[src/rtl/money_display_scan.sv]
// Converts the vending FSM amounts and state code to BCD and drives an
// 8-digit common-anode 7-segment display by time-multiplexed scanning.
module money_display_scan #(
    parameter int SCAN_DIV = 100000
) (
    input  logic       sys_clk,
    input  logic       sys_rst_n,
    input  logic [6:0] need_money,
    input  logic [7:0] input_money,
    input  logic [7:0] change_money,
    input  logic [5:0] state_in,
    output logic [7:0] an,
    output logic [6:0] seg,
    output logic       dp
);

    localparam int CW = (SCAN_DIV > 1) ? $clog2(SCAN_DIV) : 1;

    localparam logic [6:0] SEG_BLANK = 7'h7F;
    localparam logic [6:0] SEG_DASH  = 7'h3F;

    typedef enum logic [1:0] {
        CAPTURE,
        CONV,
        COMMIT
    } conv_state_t;

    function automatic logic [6:0] seg7(input logic [3:0] d);
        logic [6:0] s;
        case (d)
            4'd0:    s = 7'h40;
            4'd1:    s = 7'h79;
            4'd2:    s = 7'h24;
            4'd3:    s = 7'h30;
            4'd4:    s = 7'h19;
            4'd5:    s = 7'h12;
            4'd6:    s = 7'h02;
            4'd7:    s = 7'h78;
            4'd8:    s = 7'h00;
            4'd9:    s = 7'h10;
            default: s = SEG_BLANK;
        endcase
        return s;
    endfunction

    // Three digits {hundreds, tens, units} with leading zeros blanked.
    function automatic logic [20:0] group3(input logic [11:0] b);
        logic [6:0] h;
        logic [6:0] t;
        logic [6:0] u;
        h = (b[11:8] == 4'd0) ? SEG_BLANK : seg7(b[11:8]);
        t = (b[11:4] == 8'd0) ? SEG_BLANK : seg7(b[7:4]);
        u = seg7(b[3:0]);
        return {h, t, u};
    endfunction

    conv_state_t cstate;
    logic [7:0]  snap_input;
    logic [7:0]  snap_change;
    logic [5:0]  snap_state;
    logic [7:0]  shreg;
    logic [11:0] bcd;
    logic [1:0]  vidx;
    logic [2:0]  step;
    logic [11:0] bcd_need;
    logic [11:0] bcd_input;
    logic [11:0] bcd_change;

    logic [6:0]  dig      [8];
    logic [6:0]  next_dig [8];

    logic [11:0] bcd_adj;
    logic [11:0] bcd_shift;

    always_comb begin
        bcd_adj = bcd;
        for (int n = 0; n < 3; n++) begin
            if (bcd[n*4 +: 4] >= 4'd5) begin
                bcd_adj[n*4 +: 4] = bcd[n*4 +: 4] + 4'd3;
            end
        end
        bcd_shift = {bcd_adj[10:0], shreg[7]};
    end

    logic        valid_state;
    logic        show_input;
    logic        show_change;
    logic [20:0] need_grp;
    logic [20:0] money_grp;

    always_comb begin
        valid_state = $onehot(snap_state);
        show_input  = |snap_state[3:1];
        show_change = |snap_state[5:4];
        need_grp    = group3(bcd_need);
        money_grp   = show_change ? group3(bcd_change) : group3(bcd_input);
        for (int k = 0; k < 8; k++) begin
            next_dig[k] = SEG_BLANK;
        end
        if (!valid_state) begin
            next_dig[4] = SEG_DASH;
            next_dig[3] = SEG_DASH;
        end else begin
            // Hex nibbles of the one-hot code read as decimal digits.
            next_dig[4] = seg7({2'b00, snap_state[5:4]});
            next_dig[3] = seg7(snap_state[3:0]);
            if (show_input || show_change) begin
                next_dig[7] = need_grp[20:14];
                next_dig[6] = need_grp[13:7];
                next_dig[5] = need_grp[6:0];
                next_dig[2] = money_grp[20:14];
                next_dig[1] = money_grp[13:7];
                next_dig[0] = money_grp[6:0];
            end
        end
    end

    always_ff @(posedge sys_clk or negedge sys_rst_n) begin
        if (!sys_rst_n) begin
            cstate      <= CAPTURE;
            snap_input  <= 8'd0;
            snap_change <= 8'd0;
            snap_state  <= 6'd0;
            shreg       <= 8'd0;
            bcd         <= 12'd0;
            vidx        <= 2'd0;
            step        <= 3'd0;
            bcd_need    <= 12'd0;
            bcd_input   <= 12'd0;
            bcd_change  <= 12'd0;
            for (int k = 0; k < 8; k++) begin
                dig[k] <= SEG_BLANK;
            end
        end else begin
            case (cstate)
                CAPTURE: begin
                    snap_input  <= input_money;
                    snap_change <= change_money;
                    snap_state  <= state_in;
                    shreg       <= {1'b0, need_money};
                    bcd         <= 12'd0;
                    vidx        <= 2'd0;
                    step        <= 3'd0;
                    cstate      <= CONV;
                end
                CONV: begin
                    if (step == 3'd7) begin
                        bcd  <= 12'd0;
                        step <= 3'd0;
                        vidx <= vidx + 2'd1;
                        case (vidx)
                            2'd0: begin
                                bcd_need <= bcd_shift;
                                shreg    <= snap_input;
                            end
                            2'd1: begin
                                bcd_input <= bcd_shift;
                                shreg     <= snap_change;
                            end
                            default: begin
                                bcd_change <= bcd_shift;
                                shreg      <= 8'd0;
                                cstate     <= COMMIT;
                            end
                        endcase
                    end else begin
                        bcd   <= bcd_shift;
                        shreg <= {shreg[6:0], 1'b0};
                        step  <= step + 3'd1;
                    end
                end
                default: begin
                    for (int k = 0; k < 8; k++) begin
                        dig[k] <= next_dig[k];
                    end
                    cstate <= CAPTURE;
                end
            endcase
        end
    end

    logic [CW-1:0] cnt;
    logic [2:0]    idx;

    always_ff @(posedge sys_clk or negedge sys_rst_n) begin
        if (!sys_rst_n) begin
            cnt <= '0;
            idx <= 3'd0;
            an  <= 8'hFF;
            seg <= SEG_BLANK;
        end else begin
            if (cnt == CW'(SCAN_DIV - 1)) begin
                cnt <= '0;
                idx <= idx + 3'd1;
            end else begin
                cnt <= cnt + CW'(1);
            end
            an  <= ~(8'd1 << idx);
            seg <= dig[idx];
        end
    end

    assign dp = 1'b1;

endmodule

[config.mk]
export PLATFORM = sky130hd
export DESIGN_NAME = money_display_scan
export DESIGN_NICKNAME = d
export VERILOG_FILES = /design/src/rtl/money_display_scan.sv
export SDC_FILE = /design/constraint.sdc
export NUM_CORES = 1
export LEC_CHECK = 0
export BUFFER_PORTS_ARGS = -buffer_cell sky130_fd_sc_hd__buf_2
export CORE_MARGIN = 5
export CORE_UTILIZATION = 45
export CTS_BUF_LIST = sky130_fd_sc_hd__clkbuf_8
export CTS_CLUSTER_SIZE = 12
export DETAILED_ROUTE_END_ITERATION = 8
export GPL_TIMING_DRIVEN = 0
export SLEW_MARGIN = 20
export SYNTH_ARGS = -nofsm -noshare
export SYNTH_HDL_FRONTEND = slang
export SYNTH_SLANG_ARGS = --single-unit
[constraint.sdc]
create_clock -name sys_clk -period 7.9 [get_ports sys_clk]
set_clock_uncertainty 0.15 [all_clocks]
set_input_delay 0.79 -clock sys_clk [delete_from_list [all_inputs] [get_ports sys_clk]]
set_output_delay 0.79 -clock sys_clk [all_outputs]
set_load 0.1 [all_outputs]
### Word level (Yosys, flattened, before mapping)

Memories as Yosys holds them, arrays and structs flattened.
Cells that the tools add are included.

| operators by class | value |
|---|---|
| $add $sub $neg | 12 |
| $lt $le $gt $ge | 4 |
| equality and inequality tests | 10 |
| shift operators | 1 |
| mux-type cells | 32 |
| bitwise gates (word level) | 3 |
| reductions and logical operators | 20 |

Operators by type and width:

| operator | number |
|---|---|
| 21-bit 2-to-1 mux | 5 |
| 7-bit 2-to-1 mux | 8 |
| 8-bit case mux with 2 select lines | 2 |
| 7-bit case mux with 4 select lines | 1 |
| 8-bit zero test | 3 |
| 12-bit case mux with 2 select lines | 1 |
| 7-bit binary-select mux with 3-bit select | 1 |
| 17-bit by 1-bit adder with 17-bit output, second input constant | 1 |
| 17-bit == test, second input constant | 1 |
| 17-bit 2-to-1 mux | 1 |
| 14-bit 2-to-1 mux | 1 |
| 4-bit by 3-bit >= comparator with 1-bit output, second input constant | 3 |
| 4-bit zero test | 3 |
| 12-bit 2-to-1 mux | 1 |
| 3-bit AND reduction | 3 |
| 4-bit by 2-bit adder with 4-bit output, second input constant | 2 |
| 4-bit 2-to-1 mux | 2 |
| 8-bit 2-to-1 mux | 1 |
| 8-bit NOT | 1 |
| 2-bit case mux with 2 select lines | 2 |
| 1-bit by 3-bit left shift with 8-bit output, first input constant | 1 |
| 1-bit by 1-bit adder with 2-bit output | 3 |
| 3-bit by 1-bit adder with 3-bit output, second input constant | 2 |
| 2-bit by 1-bit == test with 1-bit output, second input constant | 3 |
| 20 further kinds | 30 |

| storage, ports and cells | value |
|---|---|
| flip-flop bits (word level) | 176 |
| bits in read-only memories | 1,120 |
| word-level logic and storage cells | 115 |
| memories | 10 |

Memory list:

| memory | words | width | rd ports | clocked after memory_dff | wr ports | line | RTL |
|---|---|---|---|---|---|---|---|
| (name not given) | 16 | 7 | 1 | 0 | 0 | 30 | `case (d)` |
| (name not given) | 16 | 7 | 1 | 0 | 0 | 30 |  |
| (name not given) | 16 | 7 | 1 | 0 | 0 | 30 |  |
| (name not given) | 16 | 7 | 1 | 0 | 0 | 30 |  |
| (name not given) | 16 | 7 | 1 | 0 | 0 | 30 |  |
| (name not given) | 16 | 7 | 1 | 0 | 0 | 30 |  |
| 4 more memories | - | - | - | - | - | - |  |

### Depth between registers and ports, before layout

| depth | value |
|---|---|
| depth in word-level cells | 5 |
| depth in mapped cells | 13 |
| gate-level depth less buffers | 11 |

### Least setup slack after synthesis

OpenSTA, ideal clock, no wires.

| timing path | value |
|---|---|
| kind | register -> register |
| start point | register snap_state[3] |
| end point | register dig[52] (netlist name) |
| arrival | 3.383 ns |
| required time | 7.667 ns |
| path slack | 4.283 ns |
| cell stages (with the launch flop) | 13 |
| buffers on the path | 2 |
| clock period less this slack | 3.617 ns |
| path through | dfrtp_1 > clkbuf_1 > inv_1 > fa_1 > fa_1 > inv_1 > ha_1 > fa_1 > nor3b_4 > nand2_2 > a21o_1 > buf_2 > o32a_1 |

| between the ends | value |
|---|---|
| cells in the longest elaborated chain, start to end | 5 |

Ends and longest elaborated chain:

| element | line | RTL |
|---|---|---|
| start, declared | 60 | `logic [5:0] snap_state;` |
| start signal, assigned | 139 | `snap_state <= state_in;` |
| 1-bit by 1-bit adder with 2-bit output (implied by the code) | 92 | `valid_state = $onehot(snap_state);` |
| 2-bit by 2-bit adder with 3-bit output (implied by the code) | 92 |  |
| 3-bit by 2-bit adder with 3-bit output (implied by the code) | 92 |  |
| 3-bit by 1-bit == test with 1-bit output | 92 |  |
| 21-bit 2-to-1 mux (*) | 100 | `if (!valid_state) begin` |
| end signal, assigned by index | 174 | `dig[k] <= next_dig[k];` |
| end, declared | 69 | `logic [6:0] dig [8];` |

Every way passes the cells marked *; elsewhere a longest branch is shown, timed or not.
A chain may end at the register's enable or synchronous reset.

### Worst setup path after layout

| timing path | value |
|---|---|
| start point | register snap_state[3] |
| end point | register dig[8] (netlist name) |

The elaborated chain is that of the path after synthesis.

==> qor.yml <==
global_routing:
  antenna_found_initial: 0
  grt_max_degree: 68
  grt_pass1_vias: 7065
  track_usage_pct: 19.5
  grt_pass1_wl_um: 37600
  overflow: 0
route:
  vias: 7070
  ant_nets: 0
  routed_wl_um: 22900
  firstDrtPassIters: 5
  viasPerCell: 5.32
  route.detailed.drc: 0
  routedWlPerCell_um: 17.2
  drt-initial-drc-count: 337
logic_synthesis:
  synth_largest_area_cell: "dfrtp_1"
  synthArstFlopShare_pct: 100
  ys_ff_latch: 175
  synth_top_area_share_pct: 27.4
  synth-main-ff-cell: "dfrtp_1"
  seq_area_frac_synth_pct: 46.6
  netlist_instances: 976
  ys.warnings.count: 0
  synth_edf_count: 0
  syn-num-nets: 1078
  synth_area_sq_mm: 0.00959
  syn_avg_cell_area_sq_um: 9.83
  synth_area_leaders: "dfrtp_1, dfstp_2, ha_1"
  yosysUniqueCellTypes: 62
timing:
  slew_headroom_pct: 34.7
  max_freq_ghz: 0.238
  tns_ns: 0
  fin_crit_ns: 4.20
  setup_viol: 0
  worst_slew_pin_slew_ns: 0.976
  hold-worst-slack_ns: 0.0446
  rsz0062_at_grt: "no"
  final-hold-violation-count: 0
  fin_ws_ns: 3.70
  finalCritPeriodShare_pct: 53.2
  drv_slew: 0
floorplanning:
  initial_core_util_pct: 45.6
  die-area_sq_mm: 0.0243
  io_pins: 47
  die_y_um: 156
  rows: 53
  core_sq_mm: 0.0210
  die_x_um: 156
clock_tree:
  cts_setup_buffers: 0
  path_clk_slew_ns: 0.10
  clock_latency_ns: 0.47
  root_buffer: "clkbuf_8"
  cts_resized: 0
  cts_made_buffers: 17
  clockBufferDepth: 2
  clock-sinks: 175
  h-tree-depth: 4
  cts_tree: "yes"
  postCtsHoldBufs: 0
placement:
  dpl.hpwl_um: 17100
  gp_routability_congestion: 0.848
  dp_slack_ns: 3.70
  io_buffers: 45
final_layout:
  layout_commonest_cell: "nand2_1"
  layout.nets: 1144
  fillerInstances: 1955
  antenna_cells: 0
  multiInputGateArea_sq_mm: 0.00469
  mostFrequentLayoutCells: "nand2_1, dfrtp_1, o21ai_0, nor2_1, dfstp_2"
  final_layout_size_suffix_gt1_share_pct: 19.8
  seqCellArea_sq_mm: 0.00447
  post-route-util_pct: 50.6
  syn2layout_area_growth_pct: 10.9
worst_setup_path:
  cp-end-kind: "flop"
  worstSetupStartpointType: "flop"
  worstReg2RegStart: "snap_state[3]"
  crit_path_max_fanout: 9
  required_ns: 8.16
  arrival_ns: 4.46
  crit_type: "flop to flop"
  crit_path_start: "snap_state[3]"
run_status:
  status: "complete, no violations"
pwr:
  total_power_mw: 2.64
  p_leak_nw: 4.55
  power-per-cell-area_mw_per_mm2: 248
  ir_drop_v: 0.000109
worst_hold_path:
  min_path_type: "primary input to asynchronous set/reset pin"
run:
  cap_violations: 0
## cells in the mapped netlist, types with 3 or more instances
| master | n |
|---|---|
| nand2_1 | 122 |
| dfrtp_1 | 105 |
| o21ai_0 | 93 |
| nor2_1 | 86 |
| dfstp_2 | 70 |
| a21oi_1 | 68 |
| ha_1 | 68 |
| inv_1 | 53 |
| clkbuf_1 | 40 |
| mux2_2 | 26 |
| o22a_1 | 23 |
| nand2b_1 | 22 |
| a31oi_1 | 20 |
| mux4_2 | 14 |
| xnor2_1 | 14 |
| nand3_1 | 13 |
| nor2b_1 | 12 |
| nor3_1 | 12 |
| buf_2 | 11 |
| o21bai_1 | 9 |
| o211ai_1 | 8 |
| xor2_1 | 7 |
| a221o_1 | 6 |
| and2_1 | 6 |
| nor3b_1 | 6 |
| o221ai_1 | 6 |
| a22oi_1 | 5 |
| o21a_1 | 5 |
| nand4_1 | 4 |
| fa_1 | 3 |
## sequential cells by signal, summed over array words and instances (netlist names), 6 cells and up
name	cells
an	8
bcd	12
bcd_change	12
bcd_input	12
bcd_need	12
cnt	17
dig	55
seg	7
shreg	8
snap_change	8
snap_input	8
snap_state	6
## path summary, 6_finish.rpt
check	slack (ns)	cells after the start	end
worst max-delay path	3.70	12	dig[8]
worst min-delay path	0.04	1	cnt[14]
worst max register to register	3.70	12	dig[8]
worst min register to register	0.33	2	shreg[7]
max in group asynchronous	6.84	2	dig[41]
min in group sys_clk	0.33	2	shreg[7]
## routing by layer
layer / up-vias / part of all wire (%) / GRT usage (%)
met1: 3417 / 48 / 26.6
met4: 0 / 1.5 / 5.38
met3: 25 / 3.6 / 3.55
met2: 117 / 47 / 32.2
li1: 3511 / - / -
met5: - / 0 / 0
## power breakdown
part	total (mW)	internal (mW)	switching (mW)
combinational	0.808	0.309	0.498
clock	0.654	0.292	0.361
sequential	1.18	1.06	0.116
total	2.64	1.66	0.975
## cells by family (layout without fill, tap and decap cells)
| family | Yosys count | in the layout | share of synthesized area, % |
|---|---|---|---|
| and+or+nand+nor | 294 | 294 | 13.9 |
| AOI/OAI and AO/OA | 264 | 264 | 17.0 |
| DFF | 175 | 175 | 46.6 |
| buffers and inverters | 108 | 187 | 4.49 |
| adders and majority gates | 71 | 71 | 9.50 |
| muxes | 42 | 42 | 6.55 |
| xor gates and xnor gates | 21 | 21 | 1.92 |
| other | 1 | 1 | 0.0391 |
## cell type report
type	count	area share, %
multi-input cells	693	44.1
flip-flops and latches	175	42.0
well taps	275	3.23
repair buffers	47	2.73
clock buffers	17	2.20
plain buffers	55	2.18
inverters	53	1.87
clock inverters	15	1.69
## per-stage QoR
step | std cells | instance area, sq um
detailed placement | 1298 | 10200
global placement | 1296 | 10200
CTS | 1330 | 10600
floorplan | 976 | 9590
finish | 1330 | 10600
global route | 1330 | 10600
## critical path, cell delays in order, from the launching register on
cell and delay [ns]:
dfrtp_1 0.33, clkbuf_1 0.28, inv_1 0.20, fa_1 0.48
fa_1 0.49, inv_1 0.04, ha_1 0.18, fa_1 0.47
nor3b_4 0.40, nand2_2 0.23, a21oi_4 0.34, nand3_1 0.28
o22a_1 0.25
(Power assumes the default switching activity.)
